## config.mk

```make
export PLATFORM = sky130hd
export DESIGN_NAME = instruction_fetch_unit
export DESIGN_NICKNAME = d
export VERILOG_FILES = /design/src/rtl/fetch_pkg.sv /design/src/rtl/fetch_line_buffer.sv /design/src/rtl/instruction_fetch_unit.sv
export SDC_FILE = /design/constraint.sdc
export NUM_CORES = 1
export LEC_CHECK = 0
export CAP_MARGIN = 20
export CORE_MARGIN = 1.5
export CORE_UTILIZATION = 45
export CTS_CLUSTER_SIZE = 14
export DETAILED_ROUTE_END_ITERATION = 8
export HOLD_SLACK_MARGIN = 0.05
export PLACE_DENSITY = 0.76
export REMOVE_ABC_BUFFERS = 1
export SLEW_MARGIN = 20
export SYNTH_ARGS = -nofsm -noshare
export SYNTH_HDL_FRONTEND = slang
export SYNTH_HIERARCHICAL = 1
export SYNTH_SLANG_ARGS = --single-unit
```

## constraint.sdc

```tcl
create_clock -name clk -period 5.1 [get_ports clk]
set_clock_uncertainty 0.1 [all_clocks]
set_input_delay 1.02 -clock clk [delete_from_list [all_inputs] [get_ports clk]]
set_output_delay 1.02 -clock clk [all_outputs]
set_load 0.01 [all_outputs]
```

## src/rtl/fetch_pkg.sv

```systemverilog
// Shared types and constants for the instruction fetch front end.
// Line geometry, memory latency and the fetch FSM state encoding.
package fetch_pkg;

    localparam int unsigned ADDR_W      = 16;
    localparam int unsigned INST_W      = 16;
    localparam int unsigned LINE_W      = 64;
    localparam int unsigned MEM_LATENCY = 5;
    localparam logic [ADDR_W-1:0] RESET_PC = 16'h0000;

    // A line is 8 bytes, so the tag is everything above the byte-in-line offset.
    localparam int unsigned TAG_W = ADDR_W - 3;
    localparam int unsigned CNT_W = $clog2(MEM_LATENCY + 1);

    typedef enum logic {
        StWait,
        StServe
    } fetch_state_e;

    function automatic logic [TAG_W-1:0] line_of(input logic [ADDR_W-1:0] addr);
        return addr[ADDR_W-1:3];
    endfunction

endpackage

```

## src/rtl/fetch_line_buffer.sv

```systemverilog
// One-line instruction buffer: holds a captured memory line with its tag,
// reports a combinational tag hit and selects one 16-bit word by pc[2:1].
module fetch_line_buffer
    import fetch_pkg::*;
(
    input  logic              clk,
    input  logic              rst_n,
    input  logic              capture_i,
    input  logic              invalidate_i,
    input  logic [LINE_W-1:0] line_i,
    input  logic [TAG_W-1:0]  tag_i,
    input  logic [TAG_W-1:0]  lookup_tag_i,
    input  logic [1:0]        word_sel_i,
    output logic              hit_o,
    output logic [INST_W-1:0] word_o
);

    logic [LINE_W-1:0] line_d, line_q;
    logic [TAG_W-1:0]  tag_d, tag_q;
    logic              valid_d, valid_q;

    always_comb begin
        line_d  = line_q;
        tag_d   = tag_q;
        valid_d = valid_q;
        if (capture_i) begin
            line_d  = line_i;
            tag_d   = tag_i;
            valid_d = 1'b1;
        end else if (invalidate_i) begin
            valid_d = 1'b0;
        end
    end

    always_ff @(posedge clk or negedge rst_n) begin
        if (!rst_n) begin
            line_q  <= '0;
            tag_q   <= '0;
            valid_q <= 1'b0;
        end else begin
            line_q  <= line_d;
            tag_q   <= tag_d;
            valid_q <= valid_d;
        end
    end

    assign hit_o = valid_q && (tag_q == lookup_tag_i);

    always_comb begin
        word_o = '0;
        unique case (word_sel_i)
            2'd0: word_o = line_q[0*INST_W +: INST_W];
            2'd1: word_o = line_q[1*INST_W +: INST_W];
            2'd2: word_o = line_q[2*INST_W +: INST_W];
            2'd3: word_o = line_q[3*INST_W +: INST_W];
            default: word_o = '0;
        endcase
    end

endmodule

```

## src/rtl/instruction_fetch_unit.sv

```systemverilog
// Fetch stage: owns the PC, fetches 8-byte lines with a fixed memory latency,
// and issues 16-bit instructions to decode under stall/redirect control.
module instruction_fetch_unit
    import fetch_pkg::*;
(
    input  logic              clk,
    input  logic              rst_n,
    output logic [ADDR_W-1:0] mem_addr_o,
    input  logic [LINE_W-1:0] mem_ins_i,
    input  logic              stall_i,
    input  logic              redirect_valid_i,
    input  logic [ADDR_W-1:0] redirect_pc_i,
    output logic              inst_valid_o,
    output logic [INST_W-1:0] inst_o,
    output logic [ADDR_W-1:0] inst_pc_o
);

    fetch_state_e      state_d, state_q;
    logic [ADDR_W-1:0] pc_d, pc_q;
    logic [TAG_W-1:0]  mem_line_d, mem_line_q;
    logic [CNT_W-1:0]  wait_cnt_d, wait_cnt_q;
    logic [INST_W-1:0] inst_d, inst_q;
    logic [ADDR_W-1:0] inst_pc_d, inst_pc_q;
    logic              inst_valid_d, inst_valid_q;

    logic [ADDR_W-1:0] target_pc;
    logic [ADDR_W-1:0] pc_next;
    logic              capture;
    logic              redirect_hit;
    logic [INST_W-1:0] buf_word;

    assign target_pc = redirect_pc_i & ~ADDR_W'(1);
    assign pc_next   = pc_q + ADDR_W'(2);

    // The buffer is never invalidated: a redirect back into the held line
    // is served without a refetch, even after the PC has moved on.
    fetch_line_buffer u_line_buffer (
        .clk          (clk),
        .rst_n        (rst_n),
        .capture_i    (capture),
        .invalidate_i (1'b0),
        .line_i       (mem_ins_i),
        .tag_i        (mem_line_q),
        .lookup_tag_i (line_of(target_pc)),
        .word_sel_i   (pc_q[2:1]),
        .hit_o        (redirect_hit),
        .word_o       (buf_word)
    );

    always_comb begin
        state_d      = state_q;
        pc_d         = pc_q;
        mem_line_d   = mem_line_q;
        wait_cnt_d   = wait_cnt_q;
        inst_d       = inst_q;
        inst_pc_d    = inst_pc_q;
        inst_valid_d = inst_valid_q;
        capture      = 1'b0;

        if (redirect_valid_i) begin
            // Redirect beats stall, capture and line-crossing advances.
            inst_valid_d = 1'b0;
            pc_d         = target_pc;
            wait_cnt_d   = '0;
            if (redirect_hit) begin
                state_d = StServe;
            end else begin
                state_d    = StWait;
                mem_line_d = line_of(target_pc);
            end
        end else begin
            unique case (state_q)
                StWait: begin
                    if (!stall_i) begin
                        inst_valid_d = 1'b0;
                    end
                    if (wait_cnt_q == CNT_W'(MEM_LATENCY)) begin
                        capture    = 1'b1;
                        wait_cnt_d = '0;
                        state_d    = StServe;
                    end else begin
                        wait_cnt_d = wait_cnt_q + CNT_W'(1);
                    end
                end
                StServe: begin
                    if (!inst_valid_q || !stall_i) begin
                        inst_d       = buf_word;
                        inst_pc_d    = pc_q;
                        inst_valid_d = 1'b1;
                        pc_d         = pc_next;
                        if (pc_q[2:1] == 2'b11) begin
                            state_d    = StWait;
                            mem_line_d = line_of(pc_next);
                            wait_cnt_d = '0;
                        end
                    end
                end
                default: state_d = StWait;
            endcase
        end
    end

    always_ff @(posedge clk or negedge rst_n) begin
        if (!rst_n) begin
            state_q      <= StWait;
            pc_q         <= RESET_PC;
            mem_line_q   <= line_of(RESET_PC);
            wait_cnt_q   <= '0;
            inst_q       <= '0;
            inst_pc_q    <= '0;
            inst_valid_q <= 1'b0;
        end else begin
            state_q      <= state_d;
            pc_q         <= pc_d;
            mem_line_q   <= mem_line_d;
            wait_cnt_q   <= wait_cnt_d;
            inst_q       <= inst_d;
            inst_pc_q    <= inst_pc_d;
            inst_valid_q <= inst_valid_d;
        end
    end

    assign mem_addr_o   = {mem_line_q, 3'b000};
    assign inst_valid_o = inst_valid_q;
    assign inst_o       = inst_q;
    assign inst_pc_o    = inst_pc_q;

endmodule
```

==> impl_results.md <==
- Root Buffer: clkbuf_16
- CTS max path bufs: 2
- Port bufs: 127
- Area leader, netlist: dfrtp_1
- MaxCap Viol Count: 0
- Drt wl/cell: 17.7 um
- Vias: 4289
- CTS tree: done
- VDD IR-drop max: 0.239 mV
- Leak Pwr: 3.80 nW
- RSZ-0062 raised after global routing: false
- Area occupied by multi-input gates: roughly 2900 um2
- Setup violators final: 0
- Synth async-reset ratio: 1.00
- H-tree Lvls: 4
- Internal Power: 2.38 mW
- Io pins: between 100 and 150
- Clock sinks: 142
- Core area: around 14000 um2
- Mean Syn Cell Area: ~14 um2
- Die X: 124 um
- Register share of total power: 0.449
- Initial antenna violation count: 0
- Crit-path max FO: 13
- Initial DRC Count: 192
- Post-Layout Cell Count: 802
- Slew Viols, Final: 0
- Synth top area share: 0.535
- # rows: 44
- Starting density of the core: 0.459
- Main area contributors after synthesis: dfrtp_1, mux2_2, mux4_2
- Skew-Pair Late Insertion Delay: 0.42 ns
- Final nets: between 600 and 700
- Rel. slew slack: 0.301
- Post-route ant nets: 0
- DRT Pass-1 Iters: 4
- Mapped cell area: 6640 um2
- Slack of the worst reg-to-reg path: 2.34 ns
- Post-CTS Resized: 0
- Worst Setup End Kind: flip-flop
- Clock buffer count from CTS: 17
- EDFF count, synth: 0
- Post-synth top cells: dfrtp_1, mux2_2, xnor2_1
- PwrDens: between 300 and 400 nW/um2
- Buffer count from post-CTS setup fixing: 0
- Critical R2R Capture: pc_q[12]
- Required time worst endpoint: 5.30 ns
- Drt total wl: around 14000 um
- Switching Power: 742 uW
- Setup Crit Path Kind: input port to flip-flop
- Placer Congestion: 0.780
- Primary FF master, synth: dfrtp_1
- Layout cells sized above 1: 0.269
- Min Tclk post-route: 3.34 ns
- Count leader, synth: dfrtp_1
- Critical path origin: redirect_pc_i[8]
- # diodes: 0
- Vias in the first global route: ~4600
- Critical R2R Launch: pc_q[2]
- Number of vias per cell: 5.35
- DP Wirelength: ~9600 um
- Synthesis-to-finish area growth: 29.7%
- Worst slew pin tran: about 1.0 ns
- Crit path DAT: 3.54 ns
- Yosys warnings: 6
- Clock transition at path regs: ~0.06 ns
- Sw Ratio: 0.238
- Max Clock Freq: 300 MHz
- Hold Path Class: input port to async pin
- Register area: 3550 um2
- Grt ovf: 0
- Pin count of the biggest net entering global routing: 111
- Gate Count Post-Synth: 480
- First-pass GRT wire length: 23500 um
- Placed Cells: 769
- DR DRC count: 0
- Gate power share: 0.162
- Status: finished, final reports clean
- Worst hold slack: 0.372 ns
- Yosys reg bits: 142
- R2R cell count: 4
- Final hold violations: 0
- Hold_buf cts: 0
- Die area: between 15000 and 20000 um2
- Clk pwr share: 0.388
- Synth unique cells: 55
- Post-synthesis sequential area ratio: 0.535
- Die Span Y: 124 um
- Worst setup SP type: input port
- CP endpoint: mem_line_q[7]
- Layout fillers: 1159
- GRT Total Usage: 0.194
- Period utilization: 0.654
metal layers:
layer | up-vias | share of wire | GRT usage
met5 | - | 0 | 0
met4 | 0 | 0.017 | 0.0757
met3 | 17 | 0.077 | 0.0735
met2 | 127 | 0.49 | 0.317
met1 | 2161 | 0.42 | 0.234
li1 | 1984 | - | -
worst min path at each step:
stage and end:
6_report pc_q[14], 5_1_grt inst_pc_o[7], 3_3_place_gp u_line_buffer/valid_q, 4_1_cts u_line_buffer/valid_q, 3_5_place_dp u_line_buffer/valid_q, 2_1_floorplan u_line_buffer/line_q[44]
worst max-delay path, stage by stage:
cell and delay (ns):
clkdlybuf4s50_1 0.45, xnor2_1 0.20, nand4_1 0.16, nor4_1 0.46, nor2b_1 0.11, a31oi_2 0.55, buf_4 0.32, mux2i_1 0.21
a21oi_1 0.05
placed cells by master, fill, tap and decap left out, drive strengths merged, types with 5 or more instances in the layout:
| master | Yosys | layout |
|---|---|---|
| nand2 | 20 | 20 |
| xnor2 | 25 | 25 |
| mux2 | 113 | 113 |
| nor4 | 7 | 7 |
| clkdlybuf4s50 | 0 | 126 |
| a21boi | 8 | 8 |
| buf | 27 | 10 |
| nand3 | 5 | 5 |
| o21ai | 11 | 11 |
| mux2i | 7 | 7 |
| nor2 | 20 | 20 |
| dfrtp | 142 | 142 |
| mux4 | 16 | 16 |
| clkbuf | 7 | 27 |
| a21oi | 6 | 6 |
| o31ai | 6 | 6 |
| conb | 1 | 5 |
| inv | 5 | 5 |
| nand4 | 6 | 6 |
| nand2b | 5 | 5 |
| nor3 | 10 | 10 |
power groups by stage:
stage	Combinational, mW	Sequential, mW	Clock [mW]
after floorplan	0.262	1.41	0
after global placement	0.494	1.41	0
after detailed placement	0.510	1.42	0
after CTS	0.513	1.40	1.24
after global routing	0.552	1.43	1.29
final	0.508	1.40	1.21
cell type report:
class,instances,share of cell area
sequential,142,0.412
multi-input combinational,303,0.333
timing repair buffer,136,0.158
clock buffer,27,0.0584
tap,184,0.0267
clock inverter,5,0.00915
inverter,5,0.00218
registers in the layout, summed over array words and instances (netlist names):
register               flops
u_line_buffer/line_q      64
inst_o                    16
inst_pc_o                 15
pc_q                      15
mem_line_q                13
u_line_buffer/tag_q       13
wait_cnt_q                 3
inst_valid_o               1
state_q                    1
u_line_buffer/valid_q      1
metrics by stage:
| stage | setup WS, ns | utilization | power [mW] | instance area, um2 | TNS [ns] |
|---|---|---|---|---|---|
| 3_3_place_gp | 1.40 | 0.553 | 1.90 | 8010 | 0 |
| 4_1_cts | 1.78 | 0.593 | 3.16 | 8590 | 0 |
| 3_5_place_dp | 1.35 | 0.553 | 1.93 | 8010 | 0 |
| 5_1_grt | 1.63 | 0.595 | 3.27 | 8610 | 0 |
| 2_1_floorplan | -5.06 | - | 1.67 | 6430 | -393.03 |
| 6_report | 1.76 | 0.595 | 3.12 | 8610 | 0 |
cell families (layout without fill, tap and decap cells):
family / count (synthesis) / in the layout / synth area share
compound gates: 50 / 50 / 0.0558
other cells: 1 / 5 / 0.000565
xor+xnor: 27 / 27 / 0.0356
fa+ha+maj: 2 / 2 / 0.00377
mux: 136 / 136 / 0.260
simple gates: 83 / 83 / 0.0727
buf+inv: 39 / 173 / 0.0367
flops: 142 / 142 / 0.535
Note: power is estimated with default switching activity, not from simulation.
